## config.mk

```make
export PLATFORM = sky130hd
export DESIGN_NAME = decode_hazard_unit_flat
export DESIGN_NICKNAME = d
export VERILOG_FILES = /design/src/rtl/dhu_pkg.sv /design/src/rtl/dhu_if.sv /design/src/rtl/dhu_branch_cmp.sv /design/src/rtl/decode_hazard_unit.sv /design/src/flat_wrapper.sv
export SDC_FILE = /design/constraint.sdc
export NUM_CORES = 1
export LEC_CHECK = 0
export ABC_AREA = 1
export CAP_MARGIN = 30
export CORE_AREA = 3 3 142 144
export DETAILED_ROUTE_END_ITERATION = 8
export DIE_AREA = 0 0 145 147
export GPL_TIMING_DRIVEN = 0
export PLACE_DENSITY = 0.71
export SLEW_MARGIN = 20
export SYNTH_ARGS = -nofsm -noshare
export SYNTH_HDL_FRONTEND = slang
export SYNTH_SLANG_ARGS = --single-unit
```

## constraint.sdc

```tcl
create_clock -name clk -period 2.85 [get_ports clk]
set_input_delay 0.57 -clock clk [delete_from_list [all_inputs] [get_ports clk]]
set_output_delay 0.57 -clock clk [all_outputs]
set_load 0.01 [all_outputs]
```

## src/rtl/dhu_pkg.sv

```systemverilog
// Shared types, codes and helpers for the decode-stage hazard unit.
// Optional signed compare modes are enabled by defining DHU_SIGNED_CMP_EN.
package dhu_pkg;

  localparam int TW = 2;

  typedef enum logic [2:0] {
    FW_NONE = 3'd0,
    FW_M    = 3'd1,
    FW_W    = 3'd2
  } fwd_sel_e;

  typedef enum logic [1:0] {
    CMP_EQ  = 2'd0,
    CMP_NE  = 2'd1,
    CMP_LT  = 2'd2,
    CMP_GEZ = 2'd3
  } cmp_mode_e;

  // $0 is hardwired to zero, so a write to it never creates a dependency
  function automatic logic regMatch(input logic [4:0] r, input logic we, input logic [4:0] wreg);
    return (r != 5'd0) && we && (wreg == r);
  endfunction

  function automatic fwd_sel_e fwdSel(input logic [4:0] r,
                                      input logic mWe, input logic [4:0] mWreg,
                                      input logic [TW-1:0] mTNew,
                                      input logic wWe, input logic [4:0] wWreg);
    if (regMatch(r, mWe, mWreg) && (mTNew == '0))
      return FW_M;
    else if (regMatch(r, wWe, wWreg))
      return FW_W;
    return FW_NONE;
  endfunction

endpackage

```

## src/rtl/dhu_if.sv

```systemverilog
// Bundle of pipeline-side signals seen by the decode hazard unit.
// master = pipeline datapath, slave = decode_hazard_unit.
interface dhu_if #(parameter int CNT_W = 32);
  import dhu_pkg::*;

  logic [TW-1:0]    T_use_rs, T_use_rt, E_T_new, M_T_new;
  logic [4:0]       E_Wreg, M_Wreg, W_Wreg;
  logic             E_GRF_WE, M_GRF_WE, W_GRF_WE;
  logic [4:0]       D_rs, D_rt, E_rs, E_rt, M_rt;
  logic             stall;
  logic [2:0]       s_D_rs_data, s_D_rt_data, s_E_rs_data, s_E_rt_data, s_M_rt_data;
  logic [31:0]      D_Rdata1, D_Rdata2;
  logic [1:0]       s_D_cmp;
  logic             D_equal;
  logic [15:0]      D_imm16;
  logic [25:0]      D_imm26;
  logic [31:0]      D_pc, D_adder;
  logic [31:0]      D_imm16_EXT, D_imm26_EXT, D_br_target;
  logic [CNT_W-1:0] stall_cnt;

  modport master (
    output T_use_rs, T_use_rt, E_T_new, M_T_new, E_Wreg, M_Wreg, W_Wreg,
           E_GRF_WE, M_GRF_WE, W_GRF_WE, D_rs, D_rt, E_rs, E_rt, M_rt,
           D_Rdata1, D_Rdata2, s_D_cmp, D_imm16, D_imm26, D_pc, D_adder,
    input  stall, s_D_rs_data, s_D_rt_data, s_E_rs_data, s_E_rt_data, s_M_rt_data,
           D_equal, D_imm16_EXT, D_imm26_EXT, D_br_target, stall_cnt
  );

  modport slave (
    input  T_use_rs, T_use_rt, E_T_new, M_T_new, E_Wreg, M_Wreg, W_Wreg,
           E_GRF_WE, M_GRF_WE, W_GRF_WE, D_rs, D_rt, E_rs, E_rt, M_rt,
           D_Rdata1, D_Rdata2, s_D_cmp, D_imm16, D_imm26, D_pc, D_adder,
    output stall, s_D_rs_data, s_D_rt_data, s_E_rs_data, s_E_rt_data, s_M_rt_data,
           D_equal, D_imm16_EXT, D_imm26_EXT, D_br_target, stall_cnt
  );

endinterface

```

## src/rtl/dhu_branch_cmp.sv

```systemverilog
// Branch condition comparator for the decode stage.
// Signed modes (LT, GEZ) exist only when DHU_SIGNED_CMP_EN is defined; otherwise they read as not-taken.
module dhu_branch_cmp
  import dhu_pkg::*;
(
  input  logic [31:0] a_i,
  input  logic [31:0] b_i,
  input  logic [1:0]  mode_i,
  output logic        taken_o
);

  always_comb begin
    taken_o = 1'b0;
    case (mode_i)
      CMP_EQ:  taken_o = (a_i == b_i);
      CMP_NE:  taken_o = (a_i != b_i);
`ifdef DHU_SIGNED_CMP_EN
      CMP_LT:  taken_o = ($signed(a_i) < $signed(b_i));
      CMP_GEZ: taken_o = ~a_i[31];
`endif
      default: taken_o = 1'b0;
    endcase
  end

endmodule

```

## src/rtl/decode_hazard_unit.sv

```systemverilog
// Decode-stage hazard/forwarding unit, branch comparator and immediate extender.
// Define DHU_SIGNED_CMP_EN to enable the signed branch compare modes.
module decode_hazard_unit
  import dhu_pkg::*;
#(
  parameter int CNT_W = 32
) (
  input  logic  clk,
  input  logic  reset,
  dhu_if.slave  bus
);

  logic             stallRs, stallRt;
  logic [31:0]      immExt;
  logic [CNT_W-1:0] stall_cnt_q, stall_cnt_d;
  logic             unusedPcBits;

  // A consumer stalls when a producer in E or M will not have its result in time
  assign stallRs = (regMatch(bus.D_rs, bus.E_GRF_WE, bus.E_Wreg) && (bus.E_T_new > bus.T_use_rs)) ||
                   (regMatch(bus.D_rs, bus.M_GRF_WE, bus.M_Wreg) && (bus.M_T_new > bus.T_use_rs));
  assign stallRt = (regMatch(bus.D_rt, bus.E_GRF_WE, bus.E_Wreg) && (bus.E_T_new > bus.T_use_rt)) ||
                   (regMatch(bus.D_rt, bus.M_GRF_WE, bus.M_Wreg) && (bus.M_T_new > bus.T_use_rt));
  assign bus.stall = stallRs || stallRt;

  assign bus.s_D_rs_data = fwdSel(bus.D_rs, bus.M_GRF_WE, bus.M_Wreg, bus.M_T_new, bus.W_GRF_WE, bus.W_Wreg);
  assign bus.s_D_rt_data = fwdSel(bus.D_rt, bus.M_GRF_WE, bus.M_Wreg, bus.M_T_new, bus.W_GRF_WE, bus.W_Wreg);
  assign bus.s_E_rs_data = fwdSel(bus.E_rs, bus.M_GRF_WE, bus.M_Wreg, bus.M_T_new, bus.W_GRF_WE, bus.W_Wreg);
  assign bus.s_E_rt_data = fwdSel(bus.E_rt, bus.M_GRF_WE, bus.M_Wreg, bus.M_T_new, bus.W_GRF_WE, bus.W_Wreg);

  // M-stage store data has a single bypass source (W), selected by code 1
  assign bus.s_M_rt_data = regMatch(bus.M_rt, bus.W_GRF_WE, bus.W_Wreg) ? 3'd1 : 3'd0;

  dhu_branch_cmp uCmp (
    .a_i     (bus.D_Rdata1),
    .b_i     (bus.D_Rdata2),
    .mode_i  (bus.s_D_cmp),
    .taken_o (bus.D_equal)
  );

  assign immExt          = {{16{bus.D_imm16[15]}}, bus.D_imm16};
  assign bus.D_imm16_EXT = immExt;
  assign bus.D_imm26_EXT = {bus.D_pc[31:28], bus.D_imm26, 2'b00};
  assign bus.D_br_target = bus.D_adder + {immExt[29:0], 2'b00};
  assign unusedPcBits    = ^bus.D_pc[27:0];

  // Stall-cycle counter saturates instead of wrapping
  always_comb begin
    stall_cnt_d = stall_cnt_q;
    if (bus.stall && (stall_cnt_q != '1))
      stall_cnt_d = stall_cnt_q + CNT_W'(1);
  end

  always_ff @(posedge clk or posedge reset) begin
    if (reset)
      stall_cnt_q <= '0;
    else
      stall_cnt_q <= stall_cnt_d;
  end

  assign bus.stall_cnt = stall_cnt_q;

endmodule

```

## src/flat_wrapper.sv

```systemverilog
// flat-port wrapper written by rule: the top's interface ports become plain ports
module decode_hazard_unit_flat import dhu_pkg::*;
#(
  parameter int CNT_W = 32
)
  (clk, reset, bus_T_use_rs, bus_T_use_rt, bus_E_T_new, bus_M_T_new, bus_E_Wreg, bus_M_Wreg, bus_W_Wreg, bus_E_GRF_WE, bus_M_GRF_WE, bus_W_GRF_WE, bus_D_rs, bus_D_rt, bus_E_rs, bus_E_rt, bus_M_rt, bus_D_Rdata1, bus_D_Rdata2, bus_s_D_cmp, bus_D_imm16, bus_D_imm26, bus_D_pc, bus_D_adder, bus_stall, bus_s_D_rs_data, bus_s_D_rt_data, bus_s_E_rs_data, bus_s_E_rt_data, bus_s_M_rt_data, bus_D_equal, bus_D_imm16_EXT, bus_D_imm26_EXT, bus_D_br_target, bus_stall_cnt);
  dhu_if #(.CNT_W(CNT_W)) bus_i ();
  input  logic clk;
  input  logic reset;
  input wire logic [$bits(bus_i.T_use_rs)-1:0] bus_T_use_rs;
  input wire logic [$bits(bus_i.T_use_rt)-1:0] bus_T_use_rt;
  input wire logic [$bits(bus_i.E_T_new)-1:0] bus_E_T_new;
  input wire logic [$bits(bus_i.M_T_new)-1:0] bus_M_T_new;
  input wire logic [$bits(bus_i.E_Wreg)-1:0] bus_E_Wreg;
  input wire logic [$bits(bus_i.M_Wreg)-1:0] bus_M_Wreg;
  input wire logic [$bits(bus_i.W_Wreg)-1:0] bus_W_Wreg;
  input wire logic [$bits(bus_i.E_GRF_WE)-1:0] bus_E_GRF_WE;
  input wire logic [$bits(bus_i.M_GRF_WE)-1:0] bus_M_GRF_WE;
  input wire logic [$bits(bus_i.W_GRF_WE)-1:0] bus_W_GRF_WE;
  input wire logic [$bits(bus_i.D_rs)-1:0] bus_D_rs;
  input wire logic [$bits(bus_i.D_rt)-1:0] bus_D_rt;
  input wire logic [$bits(bus_i.E_rs)-1:0] bus_E_rs;
  input wire logic [$bits(bus_i.E_rt)-1:0] bus_E_rt;
  input wire logic [$bits(bus_i.M_rt)-1:0] bus_M_rt;
  input wire logic [$bits(bus_i.D_Rdata1)-1:0] bus_D_Rdata1;
  input wire logic [$bits(bus_i.D_Rdata2)-1:0] bus_D_Rdata2;
  input wire logic [$bits(bus_i.s_D_cmp)-1:0] bus_s_D_cmp;
  input wire logic [$bits(bus_i.D_imm16)-1:0] bus_D_imm16;
  input wire logic [$bits(bus_i.D_imm26)-1:0] bus_D_imm26;
  input wire logic [$bits(bus_i.D_pc)-1:0] bus_D_pc;
  input wire logic [$bits(bus_i.D_adder)-1:0] bus_D_adder;
  output wire logic [$bits(bus_i.stall)-1:0] bus_stall;
  output wire logic [$bits(bus_i.s_D_rs_data)-1:0] bus_s_D_rs_data;
  output wire logic [$bits(bus_i.s_D_rt_data)-1:0] bus_s_D_rt_data;
  output wire logic [$bits(bus_i.s_E_rs_data)-1:0] bus_s_E_rs_data;
  output wire logic [$bits(bus_i.s_E_rt_data)-1:0] bus_s_E_rt_data;
  output wire logic [$bits(bus_i.s_M_rt_data)-1:0] bus_s_M_rt_data;
  output wire logic [$bits(bus_i.D_equal)-1:0] bus_D_equal;
  output wire logic [$bits(bus_i.D_imm16_EXT)-1:0] bus_D_imm16_EXT;
  output wire logic [$bits(bus_i.D_imm26_EXT)-1:0] bus_D_imm26_EXT;
  output wire logic [$bits(bus_i.D_br_target)-1:0] bus_D_br_target;
  output wire logic [$bits(bus_i.stall_cnt)-1:0] bus_stall_cnt;
  assign bus_i.T_use_rs = bus_T_use_rs;
  assign bus_i.T_use_rt = bus_T_use_rt;
  assign bus_i.E_T_new = bus_E_T_new;
  assign bus_i.M_T_new = bus_M_T_new;
  assign bus_i.E_Wreg = bus_E_Wreg;
  assign bus_i.M_Wreg = bus_M_Wreg;
  assign bus_i.W_Wreg = bus_W_Wreg;
  assign bus_i.E_GRF_WE = bus_E_GRF_WE;
  assign bus_i.M_GRF_WE = bus_M_GRF_WE;
  assign bus_i.W_GRF_WE = bus_W_GRF_WE;
  assign bus_i.D_rs = bus_D_rs;
  assign bus_i.D_rt = bus_D_rt;
  assign bus_i.E_rs = bus_E_rs;
  assign bus_i.E_rt = bus_E_rt;
  assign bus_i.M_rt = bus_M_rt;
  assign bus_i.D_Rdata1 = bus_D_Rdata1;
  assign bus_i.D_Rdata2 = bus_D_Rdata2;
  assign bus_i.s_D_cmp = bus_s_D_cmp;
  assign bus_i.D_imm16 = bus_D_imm16;
  assign bus_i.D_imm26 = bus_D_imm26;
  assign bus_i.D_pc = bus_D_pc;
  assign bus_i.D_adder = bus_D_adder;
  assign bus_stall = bus_i.stall;
  assign bus_s_D_rs_data = bus_i.s_D_rs_data;
  assign bus_s_D_rt_data = bus_i.s_D_rt_data;
  assign bus_s_E_rs_data = bus_i.s_E_rs_data;
  assign bus_s_E_rt_data = bus_i.s_E_rt_data;
  assign bus_s_M_rt_data = bus_i.s_M_rt_data;
  assign bus_D_equal = bus_i.D_equal;
  assign bus_D_imm16_EXT = bus_i.D_imm16_EXT;
  assign bus_D_imm26_EXT = bus_i.D_imm26_EXT;
  assign bus_D_br_target = bus_i.D_br_target;
  assign bus_stall_cnt = bus_i.stall_cnt;
  decode_hazard_unit #(.CNT_W(CNT_W)) u_core (.clk(clk), .reset(reset), .bus(bus_i));
endmodule
```

==> impl_results.md <==
* Cells along the critical path: buf_6 -> buf_12 -> ha_4 -> nand2_1 -> nor2_4 -> nand2_1 -> nor4_1 -> nand2_1 -> nand3_1 -> nand2_1 -> nand2_1 -> buf_2
* Achievable Freq at 349 MHz
* Worst-Skew Late Latency at 0.28 ns
* Top cell type's share of synthesized area at 21.1%
* DPL Wire Length at 20200 µm
* Vias post-DR at 7987
* DIE AREA at roughly 21000 µm²
* Final Hold Vio Count at 0
* Compound-Gate Fraction of Synth Area at 9.65%
* Crit path kind: input pin to primary output
* Share of cells above drive strength 1 at 23.1%
* Remaining antenna violation count after routing at 0
* Gpl congestion at between 0.9 and 1
* Ys async rst share at 100%
* Root Buffer: clkbuf_16
* Num rows at 50
* Slew headroom at 55.0%
* Final WS setup at -0.0119 ns
* Main synth FF type: dfrtp_1
* Area after DPL at around 9500 µm²
* Cell family with most CP delay: simple AND/OR/NAND/NOR gates
* Largest net degree at the start of global routing at 33
* Worst Max-Slew Pin Slew at about 0.67 ns
* Worst Skew at 0.00737 ns
* RSZ-0062 raised after global routing: yes
* Total Routing Usage GR at 21.9%
* Syn_area_per_cell at 5.81 µm²
* Ant diodes at 0
* Layout area overhead at 74.0%
* Outcome: finished, violations left
* First-pass GRT wire length at 39300 µm
* Synth Area in XOR/XNOR at just under 10%
* Total power per unit cell area at 250 nW/µm²
* Post-synth top area cell: nand2_1
* Design Area, Final at 10700 µm²
* Mapped Cells at 1060
* Initial antenna violation count at 0
* Largest family of logic cells by synthesized area: simple AND/OR/NAND/NOR gates
* Ranking of synthesized cells by area: nand2_1, dfrtp_1, buf_4
* Slowest Stage Delay on Critical Path at around 0.30 ns
* Die span in x at 145 µm
* PnR Total Power at 2670 µW
* Critical Path RT at 2.28 ns
* Nature of the critical path endpoint: primary output
* Slowest CP cell: ha_4
* Drt initial violations at 442
* Critical path data arrival time at 2.29 ns
* Seq/Total Area, Yosys at between 10 and 15%
* Worst path most repeated cell: nand2_1
* Critical Path Source Type: input pin
* Max IR drop VDD at roughly 0.17 mV
* Worst Hold Class: flip-flop to flip-flop
* Die Y at 147 µm
* Max cap viols at 0
* Buf+Inv Stages, Crit Path at 3
* Worst-path maximum fanout at 12
* Number of global-route vias before repair at 7817
* CTS Buf Count at 5
* Fin nets at around 1700
* CTS tree: done
* Ys Warns at 0
* Drt drc at 0
* Leakage at 0.00519 µW
* Fillers at 1804
* # setup viols final at 1
* Starting Density at 32.7%
* Cell variety after synth at 39
* Total grt overflow at 0
* Placed cells at 1629
* Fin cells at 1675
* Synth Area in Adders at 8.04%
* DRT Wirelength at approximately 25000 µm
* I/O Buffers at 301
* Drt wl/cell at roughly 15 µm
* EDFF count, synth at 0
* DR pass1 iterations at 5
* Post-synthesis mux area share at 0%
* # IOs at 370
* Mapped Area at 6160 µm²
* Post-layout minimum cycle time at ~2.9 ns
* Failing checks: negative setup slack
* Clk buf depth at 2
* Post-Synth Simple-Gate Area at 41.3%
* Max reg flops at 32
* Core region area at 18800 µm²
* Final Cycle Share at 100%
* Final-report max-slew violation count at 0
* Depth of the CTS H-tree at 2
* DR vias/cell at 4.77
* Register bit total from synthesis at 32
* Total clock sinks at 32
* Final core utilization at 56.9%
* Clk slew on worst S/H paths at roughly 0.050 ns
## path summary, 6_finish.rpt
path | startpoint | to | slack, ns | depth (start not counted)
setup / recovery | bus_D_imm16[15] | bus_D_br_target[27] | -0.01 | 12
hold / removal | u_core.bus.stall_cnt[29] | u_core.bus.stall_cnt[29] | 0.55 | 2
hold reg to reg | u_core.bus.stall_cnt[29] | u_core.bus.stall_cnt[29] | 0.55 | 2
setup reg to reg | u_core.bus.stall_cnt[0] | u_core.bus.stall_cnt[1] | 0.66 | 10
max in group asynchronous | reset | u_core.bus.stall_cnt[15] | 1.70 | 2
min in group asynchronous | reset | u_core.bus.stall_cnt[8] | 0.71 | 2
## worst reg2reg max path: cells and delay by family, from the launching register on
kind	cells	cell delay [ns]
simple gates	7	0.95
flops	1	0.50
fa+ha+maj	1	0.31
buf+inv	1	0.19
compound gates	1	0.17
## stage by stage
stage / hold slack (ns) / TNS (ns) / setup WS [ns]
floorplan: 0.552 / 0 / 0.209
global placement: 0.540 / -37.20 / -1.58
detailed placement: 0.539 / -27.49 / -1.27
CTS: 0.552 / 0 / 0.00190
global route: 0.603 / -0.419 / -0.148
finish: 0.549 / -0.0119 / -0.0119
## cell type report
type	instances	area [µm²]	share of cell area (%)
inverter	138	518	4.83
buffer	79	594	5.55
clock inverter	1	5.00	0.0467
clock buffer	6	129	1.20
multi-input combinational	817	5130	47.9
timing repair buffer	342	3210	30.0
sequential	32	801	7.47
tap	260	325	3.04
## power by group
group          total, µW  switching (µW)  internal, µW
Sequential           516            41.9           474
Combinational       1660             816           845
Clock                498             181           317
Total               2670            1040          1640
## cells in the final DEF, fill, tap and decap left out, drive strengths merged, types with 9 or more instances in the layout
master	count
dlygate4sd2	62
nor2	117
ha	38
or2	12
xnor2	39
a21oi	40
xor2	30
clkbuf	17
nor3	15
o21ai	24
nand2	347
nand4	19
dlymetal6s2s	9
dfrtp	32
buf	134
clkdlybuf4s50	198
nand3	82
inv	138
## routing by layer
| layer | GRT usage [%] | wire length (µm) |
|---|---|---|
| met2 | 39.5 | 12400 |
| met5 | 0 | 0 |
| met3 | 2.84 | 1590 |
| met4 | 3.52 | 349 |
| met1 | 28.5 | 10700 |
## synth_stat cells (2+ instances only)
master,count
buf_4,72
a21oi_1,40
inv_1,137
buf_6,3
nand2_1,346
a21boi_0,3
a211oi_1,3
o21ai_0,23
nand3_1,80
a21o_1,2
o2111ai_1,3
o22ai_1,8
xnor2_1,39
nor4_1,3
nor3_1,15
xor2_1,30
o21a_1,2
nand3_4,2
nand4_1,19
nor2_1,114
or2_2,11
a221oi_1,5
dfrtp_1,32
buf_2,5
o21bai_1,8
ha_1,38
nand3b_1,5
## kinds of logic (layout without fill, tap and decap cells)
kind of cell | Yosys count | in the layout
other cells | 1 | 8
flops | 32 | 32
xor+xnor | 69 | 69
fa+ha+maj | 39 | 39
compound gates | 99 | 99
buf+inv | 218 | 566
simple gates | 602 | 602
## what timing repair did
item,in CTS,in global routing
hold buffers,0,0
endpoints found under the hold margin,0,0
gates cloned,1,0
pin swaps,53,26
resized for setup,278,103
setup buffers,36,3
endpoints found under the setup margin,40,30
(Power assumes the default switching activity.)
